File: src/rtl/inst_fetch_unit_pkg.sv
// rtl/inst_fetch_unit_pkg.sv - widths, FSM states and buffer entry layout for the fetch stage
package inst_fetch_unit_pkg;

  localparam int ADDR_WIDTH = 32;
  localparam int INST_WIDTH = 32;

  typedef enum logic {
    IF_RUN   = 1'b0,
    IF_FLUSH = 1'b1
  } if_state_e;

  typedef struct packed {
    logic                  fault;
    logic [ADDR_WIDTH-1:0] pc;
    logic [INST_WIDTH-1:0] inst;
  } fetch_entry_t;

  localparam int ENTRY_WIDTH = $bits(fetch_entry_t);

  function automatic logic [ADDR_WIDTH-1:0] word_align(input logic [ADDR_WIDTH-1:0] a);
    return {a[ADDR_WIDTH-1:2], 2'b00};
  endfunction

endpackage

File: src/rtl/inst_fetch_unit_fetch_fifo.sv
// rtl/inst_fetch_unit_fetch_fifo.sv - DEPTH-entry FIFO with occupancy count and synchronous clear
module inst_fetch_unit_fetch_fifo #(
  parameter int WIDTH = 32,
  parameter int DEPTH = 2
) (
  input  logic                       clk,
  input  logic                       reset,
  input  logic                       i_clear,
  input  logic                       i_push,
  input  logic                       i_pop,
  input  logic [WIDTH-1:0]           i_data,
  output logic [WIDTH-1:0]           o_data,
  output logic [$clog2(DEPTH+1)-1:0] o_count
);

  localparam int CW = $clog2(DEPTH + 1);
  localparam int PW = (DEPTH > 1) ? $clog2(DEPTH) : 1;

  logic [WIDTH-1:0] r_mem [DEPTH];
  logic [PW-1:0]    r_wr_ptr;
  logic [PW-1:0]    r_rd_ptr;
  logic [CW-1:0]    r_count;
  logic             w_pop;
  logic             w_push;

  function automatic logic [PW-1:0] next_ptr(input logic [PW-1:0] p);
    return (p == PW'(DEPTH - 1)) ? '0 : p + 1'b1;
  endfunction

  // A push into a full FIFO is legal only when the head leaves in the same cycle.
  assign w_pop  = i_pop && (r_count != '0);
  assign w_push = i_push && ((r_count != CW'(DEPTH)) || w_pop);

  always_ff @(posedge clk or negedge reset) begin
    if (!reset) begin
      r_wr_ptr <= '0;
      r_rd_ptr <= '0;
      r_count  <= '0;
    end else if (i_clear) begin
      r_wr_ptr <= '0;
      r_rd_ptr <= '0;
      r_count  <= '0;
    end else begin
      if (w_push) r_wr_ptr <= next_ptr(r_wr_ptr);
      if (w_pop)  r_rd_ptr <= next_ptr(r_rd_ptr);
      r_count <= r_count + CW'(w_push) - CW'(w_pop);
    end
  end

  always_ff @(posedge clk) begin
    if (w_push && !i_clear) r_mem[r_wr_ptr] <= i_data;
  end

  assign o_data  = r_mem[r_rd_ptr];
  assign o_count = r_count;

endmodule

File: src/rtl/inst_fetch_unit.sv
// rtl/inst_fetch_unit.sv - fetch stage: issues word fetches, buffers {inst, pc, fault}, flushes on redirect
module inst_fetch_unit
  import inst_fetch_unit_pkg::*;
#(
  parameter int DEPTH = 2
) (
  input  logic                  clk,
  input  logic                  reset,
  input  logic [ADDR_WIDTH-1:0] fetchPc,
  input  logic                  redirect,
  output logic                  pcAdvance,
  output logic                  imemReq,
  output logic [ADDR_WIDTH-1:0] imemAddr,
  input  logic                  imemGnt,
  input  logic                  imemRvalid,
  input  logic [INST_WIDTH-1:0] imemRdata,
  output logic                  instValid,
  output logic [INST_WIDTH-1:0] instData,
  output logic [ADDR_WIDTH-1:0] instPc,
  input  logic                  instReady,
  output logic                  instFault
);

  localparam int CW = $clog2(DEPTH + 1);

  if_state_e              r_state;
  logic [CW-1:0]          r_discard;
  logic [CW-1:0]          w_occ;
  logic [CW-1:0]          w_outs;
  logic [CW:0]            w_inflight;
  logic [CW:0]            w_remaining;
  logic                   w_pop;
  logic                   w_credit;
  logic                   w_aligned;
  logic                   w_run;
  logic                   w_accept;
  logic                   w_resp;
  logic                   w_fault_push;
  logic [ADDR_WIDTH-1:0]  w_pend_pc;
  logic [ENTRY_WIDTH-1:0] w_head_bits;
  fetch_entry_t           w_head;
  fetch_entry_t           w_push_entry;

  assign w_run     = (r_state == IF_RUN) && !redirect;
  assign w_aligned = (fetchPc[1:0] == 2'b00);
  assign w_pop     = instValid && instReady && !redirect;

  // This cycle's pop frees a slot, so a drained buffer refills at one instruction per cycle.
  assign w_credit = ({1'b0, w_occ} + {1'b0, w_outs} - {{CW{1'b0}}, w_pop}) < (CW+1)'(DEPTH);

  assign imemReq      = reset && w_run && w_credit && w_aligned;
  assign imemAddr     = word_align(fetchPc);
  assign w_accept     = imemReq && imemGnt;
  assign pcAdvance    = w_accept;
  assign w_resp       = imemRvalid && w_run && (w_outs != '0);
  assign w_fault_push = w_run && w_credit && !w_aligned && (w_occ == '0) && (w_outs == '0);

  always_comb begin
    w_push_entry = '0;
    if (w_resp) begin
      w_push_entry.pc   = w_pend_pc;
      w_push_entry.inst = imemRdata;
    end else begin
      w_push_entry.fault = 1'b1;
      w_push_entry.pc    = fetchPc;
    end
  end

  inst_fetch_unit_fetch_fifo #(
    .WIDTH (ADDR_WIDTH),
    .DEPTH (DEPTH)
  ) u_pending (
    .clk     (clk),
    .reset   (reset),
    .i_clear (redirect),
    .i_push  (w_accept),
    .i_pop   (w_resp),
    .i_data  (fetchPc),
    .o_data  (w_pend_pc),
    .o_count (w_outs)
  );

  inst_fetch_unit_fetch_fifo #(
    .WIDTH (ENTRY_WIDTH),
    .DEPTH (DEPTH)
  ) u_buffer (
    .clk     (clk),
    .reset   (reset),
    .i_clear (redirect),
    .i_push  (w_resp || w_fault_push),
    .i_pop   (w_pop),
    .i_data  (w_push_entry),
    .o_data  (w_head_bits),
    .o_count (w_occ)
  );

  // Only one of outs/discard is ever non-zero, so their sum is the count of responses still owed.
  assign w_inflight  = {1'b0, w_outs} + {1'b0, r_discard};
  assign w_remaining = w_inflight - {{CW{1'b0}}, (imemRvalid && (w_inflight != '0))};

  always_ff @(posedge clk or negedge reset) begin
    if (!reset) begin
      r_state   <= IF_RUN;
      r_discard <= '0;
    end else if (redirect) begin
      r_discard <= w_remaining[CW-1:0];
      r_state   <= (w_remaining != '0) ? IF_FLUSH : IF_RUN;
    end else if ((r_state == IF_FLUSH) && imemRvalid && (r_discard != '0)) begin
      r_discard <= r_discard - 1'b1;
      if (r_discard == CW'(1)) r_state <= IF_RUN;
    end
  end

  assign instValid = (w_occ != '0);
  assign w_head    = instValid ? fetch_entry_t'(w_head_bits) : '0;
  assign instData  = w_head.inst;
  assign instPc    = w_head.pc;
  assign instFault = w_head.fault;

endmodule
File: config.mk
export PLATFORM = sky130hd
export DESIGN_NAME = inst_fetch_unit
export DESIGN_NICKNAME = d
export VERILOG_FILES = /design/src/rtl/inst_fetch_unit_pkg.sv /design/src/rtl/inst_fetch_unit_fetch_fifo.sv /design/src/rtl/inst_fetch_unit.sv
export SDC_FILE = /design/constraint.sdc
export NUM_CORES = 1
export LEC_CHECK = 0
export BUFFER_PORTS_ARGS = -buffer_cell sky130_fd_sc_hd__buf_2
export CORE_AREA = 2 2 160 99
export DETAILED_ROUTE_END_ITERATION = 6
export DIE_AREA = 0 0 162 101
export GPL_TIMING_DRIVEN = 0
export PLACE_DENSITY = 0.85
export SLEW_MARGIN = 20
export SYNTH_ARGS = -nofsm -noshare
export SYNTH_HDL_FRONTEND = slang
export SYNTH_SLANG_ARGS = --single-unit
File: constraint.sdc
create_clock -name clk -period 21.6 [get_ports clk]
set_input_delay 2.16 -clock clk [delete_from_list [all_inputs] [get_ports clk]]
set_output_delay 2.16 -clock clk [all_outputs]
set_load 0.005 [all_outputs]
* After elaboration in Yosys (flattened, before gate mapping) *
Memory sizes are Yosys's and may differ from the RTL's.
Cells that the tools add are included.

storage, ports and cells
  flip-flop bits (word level) = 11
  memory bits (writable) = 194
  input bits = 70
  output and inout port bits = 100
  word-level logic and storage cells = 98
  memories kept = 2

cells by class
  add/subtract/negate cells = 13
  magnitude comparators = 1
  equal/unequal tests = 3
  mux-type cells = 28
  bitwise gates (word level) = 1
  reduce and logical (&&, ||, !) cells = 42

memory list
  name             words  width  read ports  clocked after Yosys merged registers in  write ports  line                              text
  u_buffer.r_mem   2      65     1           0                                        1            inst_fetch_unit_fetch_fifo.sv:19  logic [WIDTH-1:0] r_mem [DEPTH];
  u_pending.r_mem  2      32     1           0                                        1            inst_fetch_unit_fetch_fifo.sv:19

operators by type and width
  kind                                                                           count
  65-bit two-way mux                                                             1
  32-bit two-way mux                                                             2
  1-bit logical AND                                                              22
  1-bit two-way mux                                                              21
  2-bit nonzero test                                                             9
  2-bit two-way mux                                                              4
  2-bit by 2-bit adder with 3-bit output                                         2
  2-bit logical NOT                                                              3
  3-bit nonzero test                                                             2
  3-bit by 1-bit subtractor with 3-bit output                                    2
  1-bit adder (second input constant)                                            4
  2-bit by 1-bit adder with 2-bit output                                         2
  2-bit inequality test (second input constant)                                  2
  2-bit by 1-bit subtractor with 2-bit output                                    2
  1-bit logical OR                                                               3
  3-bit by 2-bit less-than comparator with 1-bit output (second input constant)  1
  2-bit by 1-bit equality test with 1-bit output (second input constant)         1
  1-bit logical NOT                                                              2
  2-bit AND reduction                                                            1
  2-bit by 1-bit subtractor with 2-bit output (second input constant)            1
  1-bit inverter                                                                 1

* Depth between registers and ports, before layout *
Gate-level depths: netlist of the first run.

  depth in word-level cells = 14
  gate-level depth with buffers = 14
  gate-level depth less buffers = 14

* Hierarchy *
A second synthesis of the first run with hierarchy kept.

unflattened totals
  cell total of the unflattened synthesis = 566
  area, all modules = 9176.3 sq um

modules (own cells, without submodules)
  module                                  instances  cells each  area each (sq um)  seq. area each (sq um)
  inst_fetch_unit_fetch_fifo (u_buffer)   1          223         4919.7             4003.8
  inst_fetch_unit_fetch_fifo (u_pending)  1          121         2541.2             2021.9
  inst_fetch_unit                         1          222         1715.4             75.1

* Worst setup path after synthesis of the first run *
OpenSTA, ideal clock, no wires.

  path type = input to register
  start = input redirect
  end = memory u_buffer.r_mem[0][0] (netlist bit), enable pin
  library setup time = 568 ps
  arrival = 8557 ps
  required time = 21032 ps
  setup slack = 12475 ps
  stages on the path = 10
  buffers on the path = 2
  path through = buf_1 > buf_1 > nor2_1 > ha_1 > nand2b_1 > fa_1 > xor2_1 > and3_1 > a21oi_1 > nor3_1

between the ends
  cells in the longest elaborated chain, start to end = 13
  elaborated cells on any way between the ends = 18
  those cells by class = 1 x add/sub; 1 x order compare; 2 x mux; 14 x reduce/logical

ends and longest elaborated chain
  element                                                line                                                                            text
  start, declared                                        inst_fetch_unit.sv:10                                                           input logic redirect,
  1-bit logical NOT (*)                                  inst_fetch_unit_fetch_fifo.sv:51, inst_fetch_unit.sv:44, inst_fetch_unit.sv:46
  1-bit logical AND                                      inst_fetch_unit.sv:46                                                           assign w_pop = instValid && instReady && !redirect;
  3-bit by 1-bit subtractor with 3-bit output            inst_fetch_unit.sv:49                                                           assign w_credit = ({1'b0, w_occ} + {1'b0, w_outs} - {{CW{1'b0}}, w_pop}) < (CW+1)'(DEPTH);
  3-bit by 2-bit less-than comparator with 1-bit output  inst_fetch_unit.sv:49
  1-bit logical AND (4 in series)                        inst_fetch_unit.sv:56                                                           assign w_fault_push = w_run && w_credit && !w_aligned && (w_occ == '0) && (w_outs == '0);
  1-bit logical OR                                       inst_fetch_unit.sv:90                                                           .i_push (w_resp || w_fault_push),
  1-bit logical AND                                      inst_fetch_unit_fetch_fifo.sv:32                                                assign w_push = i_push && ((r_count != CW'(DEPTH)) || w_pop);
  1-bit logical AND (*)                                  inst_fetch_unit_fetch_fifo.sv:51                                                if (w_push && !i_clear) r_mem[r_wr_ptr] <= i_data;
  1-bit two-way mux (*)                                  inst_fetch_unit_fetch_fifo.sv:51
  1-bit two-way mux (not written as such) (*)            inst_fetch_unit_fetch_fifo.sv:51
  end, declared                                          inst_fetch_unit_fetch_fifo.sv:19

Mark *: on every way between the ends. The rest lies on a longest branch, timed or not.

* Final worst setup path of the first run *
  start = input redirect
  end = output imemReq

between the ends
  cells in the longest elaborated chain, start to end = 6
  elaborated cells on any way between the ends = 8
  those cells by class = 1 x add/sub; 1 x order compare; 6 x reduce/logical

ends and longest elaborated chain
  element                                                line                                          text
  1-bit logical NOT (*)                                  inst_fetch_unit.sv:44, inst_fetch_unit.sv:46
  1-bit logical AND                                      inst_fetch_unit.sv:46
  3-bit by 1-bit subtractor with 3-bit output            inst_fetch_unit.sv:49
  3-bit by 2-bit less-than comparator with 1-bit output  inst_fetch_unit.sv:49
  1-bit logical AND (*) (2 in series)                    inst_fetch_unit.sv:51                         assign imemReq = reset && w_run && w_credit && w_aligned;
  end, declared                                          inst_fetch_unit.sv:12                         output logic imemReq,

Marks and branches as above.

==> summary.txt, run 1 <==
Die
  – Full die area: 16,360 um2
  – Die width: ~160 um
  – Starting Density: 58.88%
  – Total core area: 14,980 um2
  – Die height: 101 um
  – # IOs: 170
  – Row count: 35

Synthesis
  – Commonest cells post-synth: edfxtp_1, nor2_1, mux2i_1, a21oi_1
  – Area leader, netlist: edfxtp_1
  – Synth Instances: 613
  – Largest cells by area after synthesis: edfxtp_1, mux2i_1, nor2_1
  – Synth async-reset ratio: 5.366%
  – Yosys warnings: 0
  – Avg Cell Area, Syn: 14.39 um2
  – Mapped cell area: around 9000 um2
  – Netlist cell types: 38
  – Ys flop type: edfxtp_1
  – Post-synth EDFFs: 194
  – Post-synthesis sequential area ratio: 69.18%
  – Top cell type's share of synthesized area: between 60% and 70%
  – Most frequent cell after synthesis: edfxtp_1
  – Synth Register Bits: 205

Worst setup path
  – Worst setup path class: in -> out
  – Worst EP arrival: about 4.8 ns
  – R2R Path Start: u_buffer.o_count[1]
  – CP Launch Type: input pin
  – Critical-path maximum fanout: 10
  – Critical Path End Type: primary output
  – Critical Path RT: 19.44 ns
  – R2R setup slack: 17.44 ns
  – FF-to-FF End: u_buffer.r_mem[0][19]
  – R2R cell count: 15

Timing
  – Slew Limit Headroom: 44.86%
  – RSZ-0062 raised after global routing: no
  – Skew final: 0.01497 ns
  – Setup violations, final: 0
  – Worst slew pin tran: 0.8271 ns
  – Fmax: 144.0 MHz
  – Period utilisation layout: between 30% and 40%
  – Period minus WS final: 6.943 ns
  – TNS Setup: 0 ns
  – Fin. max-slew vios: 0
  – Final Hold Viols: 0

Pwr
  – Sw Ratio: 28.12%
  – Switching power: 0.2908 mW
  – Clock power share: 30.1%
  – Worst vdd ir: approximately 0.000045 V
  – Sequential fraction of design power: between 40% and 50%
  – Int Pwr: 0.7434 mW
  – Leak: 4.164 nW
  – Comb power frac: 23.9%
  – PD cells: between 90 and 100 nW/um2

Detailed routing
  – Drt total wl: 18,340 um
  – Initial DRT Pass Iterations: 5
  – Via density: 5.329
  – Final ANT Viol Nets: 0
  – Wire per inst: 17.75 um
  – Via Count: 5,505
  – 1st-iter DRT viols: 313
  – DRC Markers: 0

Global routing
  – GRT Overall Usage: between 20% and 30%
  – Overflow after GRT: 0
  – Pin count of the biggest net entering global routing: 22
  – Vias in the first global route: about 5,700
  – First-pass GRT wire length: approximately 28,000 um
  – Initial antenna violation count: 0

Finish
  – Cell area after layout: 10,700 um2
  – Area growth, synth to finish: 21.28%
  – Fillers: 1,020
  – Layout cells sized above 1: approximately a third
  – Antenna fix cells: 0
  – Multi-input logic area: 2263 um2
  – Final #Nets: 901
  – Register area: 6101 um2

Clock network
  – Clock Latency Late Sink: ~0.47 ns
  – Cts-stage hold buffer count: 0
  – CTS tree: yes
  – Reg clk slew, reported paths: 0.06 ns
  – H-tree depth: 1
  – Clk buf depth: 3
  – CTS Buf Count: 19
  – Post-CTS setup buffers: 0
  – Clock sinks: a little over 200
  – Clock root cell: clkbuf_16
  – # resized after CTS: 0

Placement
  – IO buf count: 167
  – Placed Area: between 10,000 and 15,000 um2
  – Routability cong.: ~0.84
  – DP HPWL: 13,010 um

Job
  – # Max-Cap Violations: 0

Hold path
  – WHS Endpoint: r_discard[1]
  – Tightest Hold Check Type: reg -> reg
  – Hold path depth: 2
  – Hold wc startpoint: r_discard[1]

Status
  – Status: finished clean
-- flip-flops by register name, summed over array words and instances, names as in the netlist --
signal,cells
u_buffer.r_mem,130
u_buffer.r_wr_ptr,1
u_pending.r_rd_ptr,1
r_discard,2
u_pending.o_count,2
r_state,1
u_buffer.r_rd_ptr,1
u_pending.r_mem,64
u_buffer.o_count,2
u_pending.r_wr_ptr,1
-- critical path, stage by stage --
cell      delay, ns
buf_2          0.12
buf_1          0.38
buf_1          0.43
nor2_1         0.12
ha_1           0.29
nand2b_1       0.15
fa_1           0.38
xor2_1         0.19
and3_1         0.26
and3_1         0.17
buf_2          0.12
-- how the worst max path moves through the flow --
stage	endpoint	start
after global placement	u_buffer.r_mem[1][27]	redirect
after global routing	imemReq	redirect
final	imemReq	redirect
after CTS	imemReq	redirect
after detailed placement	imemReq	redirect
after floorplan	u_buffer.r_mem[0][0]	redirect
-- power by group through the flow --
| stage | clock [mW] | sequential [mW] | combinational [mW] |
|---|---|---|---|
| finish | 0.311 | 0.476 | 0.248 |
| global route | 0.330 | 0.478 | 0.272 |
| CTS | 0.317 | 0.476 | 0.249 |
| detailed placement | 0 | 0.484 | 0.247 |
| global placement | 0 | 0.489 | 0.226 |
| floorplan | 0 | 0.485 | 0.145 |
-- placed cells by master (no fill, tap or decap), types with 2 or more instances in the layout --
master	n
a21oi_1	36
and2_1	32
and3_1	2
buf_1	7
buf_16	2
buf_2	179
buf_4	37
buf_6	15
clkbuf_1	12
clkbuf_16	19
clkinv_1	2
clkinv_2	4
clkinvlp_4	2
conb_1	2
dfrtp_1	11
edfxtp_1	194
fa_1	2
ha_1	11
inv_1	16
mux2i_1	97
nand3_1	2
nand3b_1	2
nor2_1	111
nor2b_1	3
nor3_2	2
xnor2_1	4
xor2_1	5
-- stage by stage --
| step | hold slack, ns | power, mW | cells | setup slack, ns | util, % |
|---|---|---|---|---|---|
| finish | 0.6247 | 1.034 | 1033 | 14.66 | 71.41 |
| global route | 0.6504 | 1.080 | 1033 | 14.48 | 71.41 |
| CTS | 0.6271 | 1.042 | 1033 | 14.71 | 71.41 |
| detailed placement | 0.6127 | 0.7313 | 1000 | 14.71 | 67.63 |
| global placement | 0.5386 | 0.7144 | 984 | 9.803 | 66.18 |
| floorplan | 0.5160 | 0.6303 | 614 | 12.48 | - |
-- logic make-up after synthesis --
group / synth area share (%)
flip-flops: 69.18
AND/OR/NAND/NOR: 8.357
multiplexers: 11.14
buffers and inverters: 5.406
AO/OA/AOI/OAI: 2.965
adder cells (fa/ha/maj): 2.015
XOR/XNOR: 0.8938
other: 0.04252
-- metal layers --
layer	global-route usage [%]	wire length, um	vias up
li1	-	-	2570
met1	29.56	8144	2725
met2	39.05	8958	181
met3	3.373	911	29
met4	5.650	324	0
met5	0	0	-
-- layout make-up --
class                      instances  share of cell area (%)
tap                              203                   2.375
clock inverter                     9                  0.6785
clock buffer                      24                   4.621
timing repair buffer             183                   9.663
buffer                            64                   3.896
sequential                       205                   57.04
multi-input combinational        329                   21.16
inverter                          16                  0.5615
Note: power is estimated with default switching activity, not from simulation.
==> inputs of run 2 (changes only) <==
--- a/config.mk
+++ b/config.mk
@@ -6,11 +6,11 @@
 export NUM_CORES = 1
 export LEC_CHECK = 0
 export BUFFER_PORTS_ARGS = -buffer_cell sky130_fd_sc_hd__buf_2
-export CORE_AREA = 2 2 160 99
+export CORE_AREA = 2 2 167 104
 export DETAILED_ROUTE_END_ITERATION = 6
-export DIE_AREA = 0 0 162 101
+export DIE_AREA = 0 0 169 106
 export GPL_TIMING_DRIVEN = 0
-export PLACE_DENSITY = 0.85
+export PLACE_DENSITY = 0.78
 export SLEW_MARGIN = 20
 export SYNTH_ARGS = -nofsm -noshare
 export SYNTH_HDL_FRONTEND = slang
==> constraint.sdc (replaced) <==
create_clock -name clk -period 6.8 [get_ports clk]
set_input_delay 0.68 -clock clk [delete_from_list [all_inputs] [get_ports clk]]
set_output_delay 0.68 -clock clk [all_outputs]
set_load 0.005 [all_outputs]
==> summary.txt, run 2 (same netlist as run 1, synthesis figures left out) <==
Pwr
  – Leak: 4.212 nW (+1.1%)
  – Worst vdd ir: 0.0001686 V (+280%)
  – PD cells: 315.9 nW/um2 (+230%)

Timing
  – RSZ-0062 raised after global routing: no
  – Skew final: 0.01381 ns (-0.001167 ns)
  – TNS Setup: 0 ns (unchanged)
  – Fmax: 240.6 MHz
  – Period utilisation layout: 61.11%
  – Slew Limit Headroom: 42.92% (-1.9 points)
  – Period minus WS final: about 4.2 ns
  – Hold slack: 0.07676 ns (-0.5479 ns)
  – Fin. max-slew vios: 0 (unchanged)
  – Setup violations, final: 0 (unchanged)
  – Worst slew pin tran: 0.8562 ns (+0.02909 ns)
  – Final Hold Viols: 0 (unchanged)

Worst setup path
  – FF-to-FF End: u_buffer.r_mem[1][23]
  – Worst setup path class: in -> reg
  – Critical path's largest stage delay: 0.66 ns (+0.23 ns)
  – Critical Path RT: 6.98 ns (-12.46 ns)
  – CP Launch Type: input pin
  – Critical-path maximum fanout: 10 (unchanged)
  – R2R Path Start: u_buffer.o_count[1]
  – Worst EP arrival: 4.33 ns (-0.45 ns)
  – R2R cell count: 13 (-2)
  – CP max-delay cell: nor3_2
  – CP Cell Sequence: buf_2 > buf_1 > buf_1 > nor2_1 > ha_1 > nand2b_1 > fa_1 > xor2_1 > and3_1 > a21oi_1 > nor3_2 > buf_4 > buf_4
  – R2R setup slack: 2.94 ns (-14.50 ns)
  – Critical Path End Type: flip-flop

Finish
  – Area growth, synth to finish: 22.15%
  – Most frequent cells in the layout: edfxtp_1, buf_2, nor2_1
  – Top flop regs: u_buffer.r_mem x130, u_pending.r_mem x64
  – Commonest non-fill, non-tap cell in the layout: edfxtp_1
  – Fillers: 1,225 (+20%)
  – Final #Nets: 902 (+0.11%)
  – Antenna fix cells: 0 (unchanged)
  – Number of flip-flops in the largest register: 130 (unchanged)
  – Layout cells sized above 1: 32.37% (+0.32 points)
  – Largest reg by FF count: u_buffer.r_mem
  – Fin util: 64.99% (-6.4 points)
  – Finished Layout Cells: 1,045 (+1.2%)

Detailed routing
  – Final ANT Viol Nets: 0 (unchanged)
  – Drt total wl: 18,050 um (-1.6%)
  – 1st-iter DRT viols: 340 (+8.6%)
  – DRC Markers: 0 (unchanged)
  – Initial DRT Pass Iterations: 5 (unchanged)
  – Wire per inst: 17.27 um (-2.7%)
  – Via Count: 5,368 (-2.5%)
  – Via density: 5.137 (-3.6%)

Die
  – Total core area: 16,570 um2 (+11%)
  – # IOs: 170 (unchanged)
  – Full die area: 17,910 um2 (+9.5%)
  – Row count: 37 (+5.7%)
  – Die height: 106 um (+5.0%)
  – Starting Density: 53.21% (-5.7 points)
  – Die width: 169 um (+4.3%)

Placement
  – DP HPWL: 12,600 um (-3.1%)
  – IO buf count: 167 (unchanged)
  – Placed cells: 1,011 (+1.1%)
  – Routability cong.: 0.8227 (-2.0%)

Clock network
  – Clock sinks: 205 (unchanged)
  – Post-CTS setup buffers: 0 (unchanged)
  – Clock root cell: clkbuf_16
  – Clock Latency Late Sink: 0.49 ns (+0.02 ns)
  – CTS tree: yes
  – Reg clk slew, reported paths: 0.06 ns (about the same)
  – # resized after CTS: 0 (unchanged)
  – H-tree depth: 1 (unchanged)
  – Clk buf depth: 3 (unchanged)
  – CTS Buf Count: 20 (+1)
  – Cts-stage hold buffer count: 0 (unchanged)

Job
  – # Max-Cap Violations: 0 (unchanged)

Global routing
  – First-pass GRT wire length: 27,790 um (-2.1%)
  – Overflow after GRT: 0 (unchanged)
  – GRT Overall Usage: 19.79% (-2.4 points)
  – Vias in the first global route: 5,518 (-2.6%)
  – Pin count of the biggest net entering global routing: 20 (-9.1%)
  – Initial antenna violation count: 0 (unchanged)

Status
  – Status: finished clean

Hold path
  – Tightest Hold Check Type: in -> async
[run 2: cell types whose count changed in the layout (fill, tap and decap cells not counted), sizes merged]
cell,before,now
bufinv,1,3
clkbuf,31,32
clkinvlp,2,0
[run 2: worst max-delay path by stage]
stage	slack, ns	startpoint	cells past startpoint	end
after CTS	2.72	redirect	13	u_buffer.r_mem[1][23]
after detailed placement	2.26	redirect	13	u_buffer.r_mem[1][29]
after global routing	2.46	redirect	13	u_buffer.r_mem[1][23]
after global placement	-3.71	redirect	11	u_buffer.r_mem[0][42]
after floorplan	-0.84	redirect	10	u_buffer.r_mem[0][0]
final	2.64	redirect	13	u_buffer.r_mem[1][23]
[run 2: power breakdown]
part	internal, mW	switching (mW)	total (mW)	leakage [nW]
combinational	0.324	0.452	0.776	1.94
clock	0.676	0.440	1.12	0.327
sequential	1.48	0.0312	1.51	1.94
[run 2: layer usage]
| layer | GRT usage, % | routed length, um | vias to the layer above |
|---|---|---|---|
| li1 | - | - | 2580 |
| met1 | 26.01 | 7880 | 2604 |
| met2 | 34.34 | 8909 | 154 |
| met3 | 3.649 | 892 | 30 |
| met4 | 5.189 | 369 | 0 |
| met5 | 0 | 0 | - |
[run 2: cell type report]
class	count	area, um2	share of cell area, %
multi-input combinational	329	2263	21.01
tap	214	267.8	2.486
clock buffer	25	540.5	5.018
buffer	64	416.7	3.868
inverter	16	60.06	0.5576
clock inverter	9	118.9	1.103
sequential	205	6101	56.64
timing repair buffer	183	1003	9.316
[run 2: per-stage QoR]
stage               cell area (um2)  setup slack (ns)  total power [mW]
floorplan                      8822           -0.8447             2.002
global placement               9926            -3.706             2.276
detailed placement            10110             2.258             2.311
CTS                           10770             2.718             3.424
global route                  10770             2.462             3.551
finish                        10770             2.644             3.402
[run 2: worst max-delay path, delay by kind of cell]
kind	cells	cell delay [ns]
buffers and inverters	5	1.44
AND/OR/NAND/NOR	4	1.19
XOR/XNOR	1	0.19
AO/OA/AOI/OAI	1	0.14
adder cells (fa/ha/maj)	2	0.67
==> inputs of run 3 (changes only) <==
--- a/config.mk
+++ b/config.mk
@@ -5,10 +5,11 @@
 export SDC_FILE = /design/constraint.sdc
 export NUM_CORES = 1
 export LEC_CHECK = 0
+export ABC_AREA = 1
 export BUFFER_PORTS_ARGS = -buffer_cell sky130_fd_sc_hd__buf_2
-export CORE_AREA = 2 2 167 104
+export CORE_AREA = 2 2 168 104
 export DETAILED_ROUTE_END_ITERATION = 6
-export DIE_AREA = 0 0 169 106
+export DIE_AREA = 0 0 170 106
 export GPL_TIMING_DRIVEN = 0
 export PLACE_DENSITY = 0.78
 export SLEW_MARGIN = 20
==> constraint.sdc (replaced) <==
create_clock -name clk -period 3.85 [get_ports clk]
set_input_delay 0.385 -clock clk [delete_from_list [all_inputs] [get_ports clk]]
set_output_delay 0.385 -clock clk [all_outputs]
set_load 0.005 [all_outputs]
==> summary.txt, run 3 <==
Status
  – Status: finished clean

Detailed routing
  – Via Count: 6,282 (+17%)
  – DRC Markers: 0 (unchanged)
  – Initial DRT Pass Iterations: 5 (unchanged)
  – Drt total wl: 19,660 um (+8.9%)
  – Wire per inst: 15.95 um (-7.7%)
  – Final ANT Viol Nets: 0 (unchanged)
  – Via density: 5.095 (-0.82%)
  – 1st-iter DRT viols: 592 (+74%)

Global routing
  – Overflow after GRT: 0 (unchanged)
  – Pin count of the biggest net entering global routing: 33 (+65%)
  – Initial antenna violation count: 0 (unchanged)
  – GRT Overall Usage: 21.33% (+1.5 points)
  – First-pass GRT wire length: 29,590 um (+6.5%)
  – Vias in the first global route: 5,673 (+2.8%)

Finish
  – Area growth, synth to finish: 23.27%
  – Final #Nets: 1,088 (+21%)
  – Layout cells sized above 1: 26.69% (-5.7 points)
  – Fin util: 65.90% (+0.91 points)
  – Top flop regs: u_buffer.r_mem x130, u_pending.r_mem x64
  – Commonest non-fill, non-tap cell in the layout: nand2_1
  – Largest reg by FF count: u_buffer.r_mem
  – Cell area after layout: 10,980 um2 (+2.0%)
  – Most frequent cells in the layout: nand2_1, edfxtp_1, buf_2
  – Fillers: 1,235 (+0.82%)
  – Number of flip-flops in the largest register: 130 (unchanged)
  – Antenna fix cells: 0 (unchanged)

Synthesis
  – Yosys warnings: 0 (unchanged)
  – Largest cells by area after synthesis: edfxtp_1, nand2_1, inv_1
  – Netlist cell types: 31 (-18%)
  – Synth Register Bits: 205 (unchanged)
  – Synth async-reset ratio: 5.366% (unchanged)
  – Top cell type's share of synthesized area: 65.38% (-0.68 points)
  – Avg Cell Area, Syn: 11.10 um2 (-23%)
  – Commonest cells post-synth: nand2_1, edfxtp_1, inv_1, a21oi_1, nor2_1
  – Most frequent cell after synthesis: nand2_1
  – Mapped cell area: 8910 um2 (+1.0%)
  – Post-synth EDFFs: 194 (unchanged)
  – Synth Instances: 803 (+31%)
  – Area leader, netlist: edfxtp_1
  – Ys flop type: edfxtp_1
  – Post-synthesis sequential area ratio: 68.47% (-0.71 points)

Die
  – Full die area: 18,020 um2 (+0.59%)
  – Die width: 170 um (+0.59%)
  – Die height: 106 um (unchanged)
  – Total core area: 16,670 um2 (+0.56%)
  – # IOs: 170 (unchanged)
  – Starting Density: 53.46% (+0.25 points)
  – Row count: 37 (unchanged)

Placement
  – IO buf count: 167 (unchanged)
  – Placed Area: 10,230 um2 (+1.2%)
  – DP HPWL: 13,390 um (+6.2%)
  – Routability cong.: 0.7993 (-2.8%)
  – Worst slack, placed: -0.2171 ns (-2.475 ns)

Hold path
  – Tightest Hold Check Type: in -> reg

Timing
  – Period minus WS final: 3.572 ns
  – Fin. max-slew vios: 0 (unchanged)
  – Slew Limit Headroom: 59.06% (+16 points)
  – Period utilisation layout: about 93%
  – Fmax: 280.0 MHz
  – Setup violations, final: 0 (unchanged)
  – Hold slack: 0.1012 ns (+0.02446 ns)
  – Worst slew pin tran: 0.6142 ns (-0.2420 ns)
  – RSZ-0062 raised after global routing: no
  – Setup ws final: 0.2782 ns (-2.366 ns)
  – Final Hold Viols: 0 (unchanged)
  – Skew final: 0.02135 ns (+0.007545 ns)

Pwr
  – Worst vdd ir: 0.0002846 V (+69%)
  – Leak: 4.727 nW (+12%)
  – PD cells: 570.9 nW/um2 (+81%)
  – Pwr Total: 6.270 mW (+84%)

Worst setup path
  – Critical Path RT: 3.46 ns (-3.52 ns)
  – Worst EP arrival: 3.19 ns (-1.14 ns)
  – CP Launch Type: flip-flop
  – Critical-path maximum fanout: 10 (unchanged)
  – Worst setup path class: reg -> out
  – Critical Path End Type: primary output

Clock network
  – H-tree depth: 1 (unchanged)
  – CTS tree: yes
  – CTS Buf Count: 20 (unchanged)
  – Reg clk slew, reported paths: 0.07 ns (about the same)
  – Clk buf depth: 3 (unchanged)
  – Clock sinks: 205 (unchanged)
  – Clock Latency Late Sink: 0.50 ns (about the same)
  – Clock root cell: clkbuf_16

Job
  – # Max-Cap Violations: 0 (unchanged)
[run 3: changes by cell type in the layout (fill, tap and decap cells not counted), moves of 27 or more]
cell,change
inv_1,+76
nor2_1,-66
o21ai_1,+27
o21ai_0,+41
and2_1,-32
mux2i_1,-97
nand2_1,+209
a21oi_1,+32
[run 3: timing repair]
item,CTS,global route
endpoints found under the setup margin,107,7
gates cloned,0,0
hold buffers,1,0
pin swaps,3,0
buffers inserted,4,0
hold endpoints to repair,11,0
resized for setup,1,2
[run 3: worst paths after layout]
kind,startpoint,to,slack [ns],cells after the start
worst max-delay path,u_buffer.o_count[1],pcAdvance,0.28,11
max in group asynchronous,reset,r_discard[1],3.28,2
worst max register to register,u_buffer.o_count[1],u_buffer.r_mem[0][23],0.32,13
min in group asynchronous,reset,u_pending.r_wr_ptr,0.33,2
worst min register to register,r_state,r_state,0.55,2
worst min-delay path,fetchPc[25],u_pending.r_mem[1][25],0.10,1
[run 3: cell families after synthesis]
kind of cell,Yosys count,share of synthesized area (%)
adder cells (fa/ha/maj),13,1.994
AO/OA/AOI/OAI,144,8.370
buffers and inverters,165,8.987
flip-flops,205,68.47
XOR/XNOR,4,0.3933
AND/OR/NAND/NOR,271,11.74
other,1,0.04209
[run 3: critical path, stage by stage (launching register included)]
cell and delay [ns]:
dfrtp_1 0.45, nor2_4 0.24, buf_2 0.30, nor3_1 0.07, ha_1 0.28, or2_2 0.30
fa_1 0.49, nand2_1 0.08, nor4_2 0.26, nand2_1 0.09, inv_1 0.06, buf_2 0.10
[run 3: layout make-up]
cell class              instances  area [um2]  area share, %
flip-flops and latches        205        6101          55.55
multi-input cells             434        2048          18.65
repair buffers                179        1086          9.888
clock buffers                  23       541.8          4.933
plain buffers                  71       447.9          4.078
inverters                      94       356.6          3.247
well taps                     214       267.8          2.438
clock inverters                13       133.9          1.219
[run 3: stage by stage]
stage | setup TNS, ns | std cells
2_1_floorplan | -16.31 | 804
3_3_place_gp | -223.95 | 1185
3_5_place_dp | -12.06 | 1192
4_1_cts | 0 | 1233
5_1_grt | 0 | 1233
6_report | 0 | 1233
[run 3: power breakdown]
part           switching, mW  total [mW]  internal (mW)
Sequential            0.0651        2.75           2.69
Combinational           1.00        1.56          0.560
Clock                  0.806        1.96           1.15
Total                   1.87        6.27           4.40
[run 3: layer usage]
| metal | track usage (%) | part of all wire (%) | vias up | routed length [um] |
|---|---|---|---|---|
| met1 | 32.76 | 47 | 2952 | 9169 |
| met2 | 32.62 | 45 | 256 | 8822 |
| met3 | 3.016 | 6.9 | 27 | 1353 |
| met5 | 0 | 0 | - | 0 |
| met4 | 4.823 | 1.6 | 0 | 315 |
| li1 | - | - | 3047 | - |
